===== config.mk =====
export PLATFORM = sky130hd
export DESIGN_NAME = fetch_unit
export DESIGN_NICKNAME = d
export VERILOG_FILES = /design/src/rtl/fetch_unit_pkg.sv /design/src/rtl/fetch_unit_return_stack.sv /design/src/rtl/fetch_unit.sv
export SDC_FILE = /design/constraint.sdc
export NUM_CORES = 1
export LEC_CHECK = 0
export CAP_MARGIN = 10
export CORE_MARGIN = 8
export CORE_UTILIZATION = 50
export CTS_BUF_LIST = sky130_fd_sc_hd__clkbuf_16
export DETAILED_ROUTE_END_ITERATION = 7
export GPL_TIMING_DRIVEN = 0
export MAX_ROUTING_LAYER = met4
export PLACE_DENSITY = 0.73
export SLEW_MARGIN = 0
export SYNTH_ARGS = -nofsm -noshare
export SYNTH_HDL_FRONTEND = slang
export SYNTH_HIERARCHICAL = 1
export SYNTH_SLANG_ARGS = --single-unit

===== constraint.sdc =====
create_clock -name clk -period 2.5 [get_ports clk]
set_input_delay 0.25 -clock clk [delete_from_list [all_inputs] [get_ports clk]]
set_output_delay 0.25 -clock clk [all_outputs]
set_load 0.02 [all_outputs]

===== src/rtl/fetch_unit_pkg.sv =====
// Shared ISA constants for the fetch path: NOP encoding, branch target field, fetch defaults.
// Pure constants; no logic, no latency, no flow control.
package fetch_unit_pkg;

    localparam int              INSTR_W          = 14;
    localparam logic [13:0]     NOP              = 14'h0000;

    // goto/call carry an 11-bit page offset; the upper bits come from PCLATH
    localparam int              TGT_MSB          = 10;
    localparam int              TGT_LSB          = 0;

    localparam int              DEF_STACK_DEPTH  = 8;
    localparam int              DEF_RESET_VECTOR = 0;

endpackage


===== src/rtl/fetch_unit_return_stack.sv =====
// Circular hardware return stack with saturating fill count and sticky over/underflow flags.
// Push/pop take effect on the next edge, pop_data is combinational; no backpressure, overflow overwrites oldest.
module return_stack #(
    parameter int DEPTH = 8,
    parameter int W     = 13
) (
    input  logic         clk,
    input  logic         rst_n,
    input  logic         push,
    input  logic         pop,
    input  logic [W-1:0] push_data,
    output logic [W-1:0] pop_data,
    output logic         overflow,
    output logic         underflow
);
    localparam int             PW       = $clog2(DEPTH);
    localparam int             CW       = $clog2(DEPTH + 1);
    localparam logic [PW-1:0]  PTR_ONE  = PW'(1);
    localparam logic [CW-1:0]  CNT_ONE  = CW'(1);
    localparam logic [CW-1:0]  CNT_FULL = CW'(DEPTH);

    logic [W-1:0]  mem_q [DEPTH];
    logic [PW-1:0] ptr_q, ptr_d;
    logic [CW-1:0] cnt_q, cnt_d;
    logic          ovf_q, ovf_d;
    logic          unf_q, unf_d;

    // Contents are deliberately left unreset; only the bookkeeping is.
    always_ff @(posedge clk) begin
        if (push) begin
            mem_q[ptr_q] <= push_data;
        end
    end

    always_comb begin
        ptr_d = ptr_q;
        cnt_d = cnt_q;
        ovf_d = ovf_q;
        unf_d = unf_q;
        if (push) begin
            ptr_d = ptr_q + PTR_ONE;
            if (cnt_q == CNT_FULL) ovf_d = 1'b1;
            else                   cnt_d = cnt_q + CNT_ONE;
        end else if (pop) begin
            ptr_d = ptr_q - PTR_ONE;
            if (cnt_q == '0) unf_d = 1'b1;
            else             cnt_d = cnt_q - CNT_ONE;
        end
    end

    always_ff @(posedge clk or negedge rst_n) begin
        if (!rst_n) begin
            ptr_q <= '0;
            cnt_q <= '0;
            ovf_q <= 1'b0;
            unf_q <= 1'b0;
        end else begin
            ptr_q <= ptr_d;
            cnt_q <= cnt_d;
            ovf_q <= ovf_d;
            unf_q <= unf_d;
        end
    end

    assign pop_data  = mem_q[ptr_q - PTR_ONE];
    assign overflow  = ovf_q;
    assign underflow = unf_q;

endmodule


===== src/rtl/fetch_unit.sv =====
// Program counter, instruction register and return stack feeding the instruction decoder.
// prog_addr is the live PC (zero latency); IR/PC update one edge after a strobe; no backpressure.
module fetch_unit
    import fetch_unit_pkg::*;
#(
    parameter int PC_WIDTH     = 13,
    parameter int STACK_DEPTH  = DEF_STACK_DEPTH,
    parameter int RESET_VECTOR = DEF_RESET_VECTOR
) (
    input  logic                 clk,
    input  logic                 rst_n,
    input  logic                 instr_rd_en,
    input  logic                 instr_flush,
    input  logic                 pc_incr_en,
    input  logic                 pc_j_en,
    input  logic                 pc_call_en,
    input  logic                 pc_ret_en,
    input  logic [PC_WIDTH-9:0]  pclath,
    input  logic [INSTR_W-1:0]   prog_data,
    output logic [PC_WIDTH-1:0]  prog_addr,
    output logic [INSTR_W-1:0]   instr_current,
    output logic                 stk_overflow,
    output logic                 stk_underflow
);
    localparam logic [PC_WIDTH-1:0] PC_ONE = PC_WIDTH'(1);
    localparam logic [PC_WIDTH-1:0] PC_RST = PC_WIDTH'(RESET_VECTOR);

    logic [PC_WIDTH-1:0] pc_q, pc_d;
    logic [INSTR_W-1:0]  ir_q, ir_d;
    logic [PC_WIDTH-1:0] jump_tgt;
    logic [PC_WIDTH-1:0] stk_top;
    logic                stk_push, stk_pop;
    logic                unused_pclath;

    // Low PCLATH bits only matter for computed jumps, which are handled elsewhere.
    assign unused_pclath = ^pclath[2:0];
    assign jump_tgt      = {pclath[PC_WIDTH-9:3], ir_q[TGT_MSB:TGT_LSB]};

    // A jump shadows any simultaneous return, so push and pop are mutually exclusive.
    assign stk_push = pc_j_en & pc_call_en;
    assign stk_pop  = pc_ret_en & ~pc_j_en;

    always_comb begin
        pc_d = pc_q;
        if (pc_j_en)         pc_d = jump_tgt;
        else if (pc_ret_en)  pc_d = stk_top;
        else if (pc_incr_en) pc_d = pc_q + PC_ONE;
    end

    always_comb begin
        ir_d = ir_q;
        if (instr_flush)      ir_d = NOP;
        else if (instr_rd_en) ir_d = prog_data;
    end

    always_ff @(posedge clk or negedge rst_n) begin
        if (!rst_n) begin
            pc_q <= PC_RST;
            ir_q <= NOP;
        end else begin
            pc_q <= pc_d;
            ir_q <= ir_d;
        end
    end

    return_stack #(
        .DEPTH (STACK_DEPTH),
        .W     (PC_WIDTH)
    ) u_return_stack (
        .clk       (clk),
        .rst_n     (rst_n),
        .push      (stk_push),
        .pop       (stk_pop),
        .push_data (pc_q),
        .pop_data  (stk_top),
        .overflow  (stk_overflow),
        .underflow (stk_underflow)
    );

    assign prog_addr     = pc_q;
    assign instr_current = ir_q;

endmodule


==> flow_summary.ini, run 1 <==
[run_status]
status = complete, no violations

[timing]
max_freq_mhz = 421
finalCriticalPeriod_ns = 2.37
period_share_pct = 94.9
fin_tns_setup_ns = 0
hold-worst-slack_ns = 0.200
finalSetupViolations = 0
drv_slew = 0
tightest_slew_ns = 0.661
fin_skew_ns = 0.00981
relSlewSlack_pct = 55.3
rsz0062_at_grt = no
finalHoldViolations = 0

[synth]
async_reset_ff_share_pct = 25.7
synth_ff_type = edfxtp_1
synth_area_leaders = edfxtp_1, dfrtp_1, mux4_1
synth_top_family_by_area = multiplexers
syn_nets = 407
synth-seq-cells = 140
synth_area_per_cell_um2 = 16.3
synthMuxAreaShare_pct = 16.8
synth-simple-area-share_pct = 7.43
synth_edf_count = 104
syn_inst = 374
yosysSeqAreaShare_pct = 65.8
synthTopCellsByCount = edfxtp_1, dfrtp_1, nor2_1
synthAdderAreaFrac_pct = 1.35
synth-compound-area-share_pct = 4.34
yosysTopAreaCell = edfxtp_1
yosysMostFrequentCell = edfxtp_1
yosysWarnings = 6
synth_cell_types = 47
synth_area_um2 = 6110
synth_xor_area_share_pct = 2.15
yosys.area.top_type_share_pct = 51.1

[clock_network]
cts_root_buf = clkbuf_16
htreeDepth = 4
ctsLongestPathBuffers = 2
clk_latency_ns = 0.42
clk_pin_slew_ns = 0.06
cts_made_buffers = 17
cts_sinks = 140
cts_tree = yes

[setup_path]
r2r_end = prog_addr[9]$_DFFE_PN0P_
cp-end-kind = flop
critPathLaunchType = flop
worstRegToRegCells = 11
crit_fanout = 12
required_ns = 2.79
reg2reg_slack_ns = 0.13
rr_startpoint = u_return_stack/ptr_q[0]$_DFFE_PN0P_
arrival_ns = 2.67
worst-setup-path-type = reg -> reg

[pwr]
power.net_switching_w = 0.00295
p_sw_share_pct = 31.3
p_clk_share_pct = 27.9
p_leak_nw = 2.86
intPower_w = 0.00646
p_per_area_nw_per_um2 = 1210
peakVddDrop_uv = 452
seq_power_share_pct = 36.9
pwr-share-comb_pct = 35.2

[floorplan]
start_util_pct = 51.1
row_count = 40
die_h_um = 127
core_area_um2 = 12000
boundaryPins = 56
dieArea_um2 = 16000
die_x_um = 127

[global_route]
grt_antenna_before_repair = 0
grt_pass1_vias = 3721
track_usage_pct = 18.9
overflow = 0
grt_pass1_wl_mm = 21.8
grt_max_degree = 37

[cells_and_area]
antennaDiodeCount = 0
num-fill-cells = 833
nets = 496
syn_to_final_growth_pct = 27.0
drive_gt1_share_pct = 23.1

[route]
ant_nets = 0
drtIter0Drc = 279
wire_per_inst_um = 22.7
first_pass_iters = 4
viasPerCell = 5.81
detail_route.wirelength_mm = 14.1
drc = 0
vias = 3621

[worst_hold_path]
hold_path_startpoint = instr_rd_en
hold_class = in -> reg
hold_depth = 3
min_to = instr_current[12]$_DFFE_PN0P_

[placed_design]
hpwl_mm = 8.85
io_buffers = 50
gp_congestion = 0.812

[flow_run]
maxCapViolCount = 0
==> worst max-delay path: stages (launching register included) <==
cell and delay [ns]:
dfrtp_1 0.39, buf_12 0.17, clkinvlp_4 0.13, ha_4 0.29, buf_8 0.12, clkbuf_16 0.17, mux4_2 0.30, mux2_4 0.29
nor2b_1 0.13, nor3_1 0.06, a21oi_1 0.15, a21oi_1 0.06
==> registers in the layout, summed over array words and instances (netlist names) <==
| register | flops |
|---|---|
| u_return_stack/cnt_q | 4 |
| u_return_stack/underflow | 1 |
| u_return_stack/ptr_q | 3 |
| prog_addr | 13 |
| u_return_stack/overflow | 1 |
| instr_current | 14 |
| u_return_stack/mem_q | 104 |
==> placed cells by master (no fill, tap or decap), types with 3 or more instances in the layout <==
master	instances
a21o_1	3
a21oi_1	13
buf_12	4
buf_2	9
buf_4	15
buf_6	3
bufinv_16	4
clkbuf_1	3
clkbuf_16	18
clkdlybuf4s50_1	49
clkinv_2	3
clkinv_4	3
clkinvlp_4	4
dfrtp_1	35
edfxtp_1	104
ha_1	4
inv_1	3
mux2_2	6
mux2_4	7
mux2i_1	19
mux4_1	15
mux4_2	12
nand2_1	22
nand2b_1	3
nand4_1	4
nor2_1	23
nor2_4	6
nor2b_1	7
nor3_1	6
nor3b_1	5
o21ai_0	9
o221ai_1	5
xnor2_1	9
xor2_1	5
==> how the worst max path moves through the flow <==
stage | from | end | slack [ns]
finish | u_return_stack/ptr_q[0]$_DFFE_PN0P_ | prog_addr[9]$_DFFE_PN0P_ | 0.13
detailed placement | pc_j_en | u_return_stack/mem_q[4][3]$_DFFE_PP_ | -0.96
floorplan | u_return_stack/ptr_q[0]$_DFFE_PN0P_ | prog_addr[10]$_DFFE_PN0P_ | 0.007
CTS | pc_j_en | u_return_stack/mem_q[1][2]$_DFFE_PP_ | 0.008
global route | u_return_stack/ptr_q[0]$_DFFE_PN0P_ | prog_addr[9]$_DFFE_PN0P_ | 0.03
global placement | pc_j_en | u_return_stack/mem_q[1][12]$_DFFE_PP_ | -1.94
==> power by group through the flow <==
stage          logic, W  registers [W]  clock network (W)
2_1_floorplan   0.00193        0.00351                  0
3_3_place_gp    0.00286        0.00347                  0
3_5_place_dp    0.00294        0.00351                  0
4_1_cts         0.00331        0.00347            0.00265
5_1_grt         0.00351        0.00353            0.00276
6_report        0.00331        0.00347            0.00263
==> cell families after synthesis <==
logic type | after synthesis
mux | 59
simple gates | 90
flops | 140
buf+inv | 24
compound gates | 40
fa+ha+maj | 6
xor+xnor | 15
==> per-layer routing <==
layer / part of all wire, % / global-route usage (%) / vias up
li1: - / - / 1644
met1: 44 / 23.2 / 1849
met2: 49 / 30.3 / 110
met3: 4.9 / 3.85 / 18
met4: 1.5 / 7.15 / 0
met5: 0 / - / -
==> layout make-up <==
| cell class | instances | area [µm²] | area share [%] |
|---|---|---|---|
| timing repair buffer | 71 | 701 | 9.02 |
| tap | 147 | 184 | 2.37 |
| multi-input combinational | 210 | 2060 | 26.6 |
| clock inverter | 15 | 196 | 2.53 |
| inverter | 4 | 18.8 | 0.242 |
| buffer | 19 | 151 | 1.95 |
| sequential | 140 | 4030 | 51.8 |
| clock buffer | 17 | 425 | 5.48 |
==> through the flow <==
step           utilization (%)  std cells  worst slack [ns]  instance area, µm²  total power [W]
2_1_floorplan                -        374           0.00699                6110          0.00544
3_3_place_gp              56.8        571             -1.94                6800          0.00633
3_5_place_dp              57.4        574            -0.960                6860          0.00644
4_1_cts                   64.9        622           0.00795                7760          0.00943
5_1_grt                   64.9        623            0.0341                7760          0.00979
6_report                  64.9        623             0.126                7760          0.00941
==> timing repair <==
item | in CTS | in global routing
setup endpoints to repair | 117 | 95
buffers inserted | 15 | 2
gates resized for setup | 26 | 5
hold buffers | 1 | 0
pin swaps | 5 | 0
endpoints found under the hold margin | 36 | 0
(Power assumes the default switching activity.)
==> run 2, diff against run 1 <==
- HOLD_SLACK_MARGIN: not set -> 0.02
==> results of run 2 <==
Same layout as run 1: the final DEF is identical, and so are final timing and power.
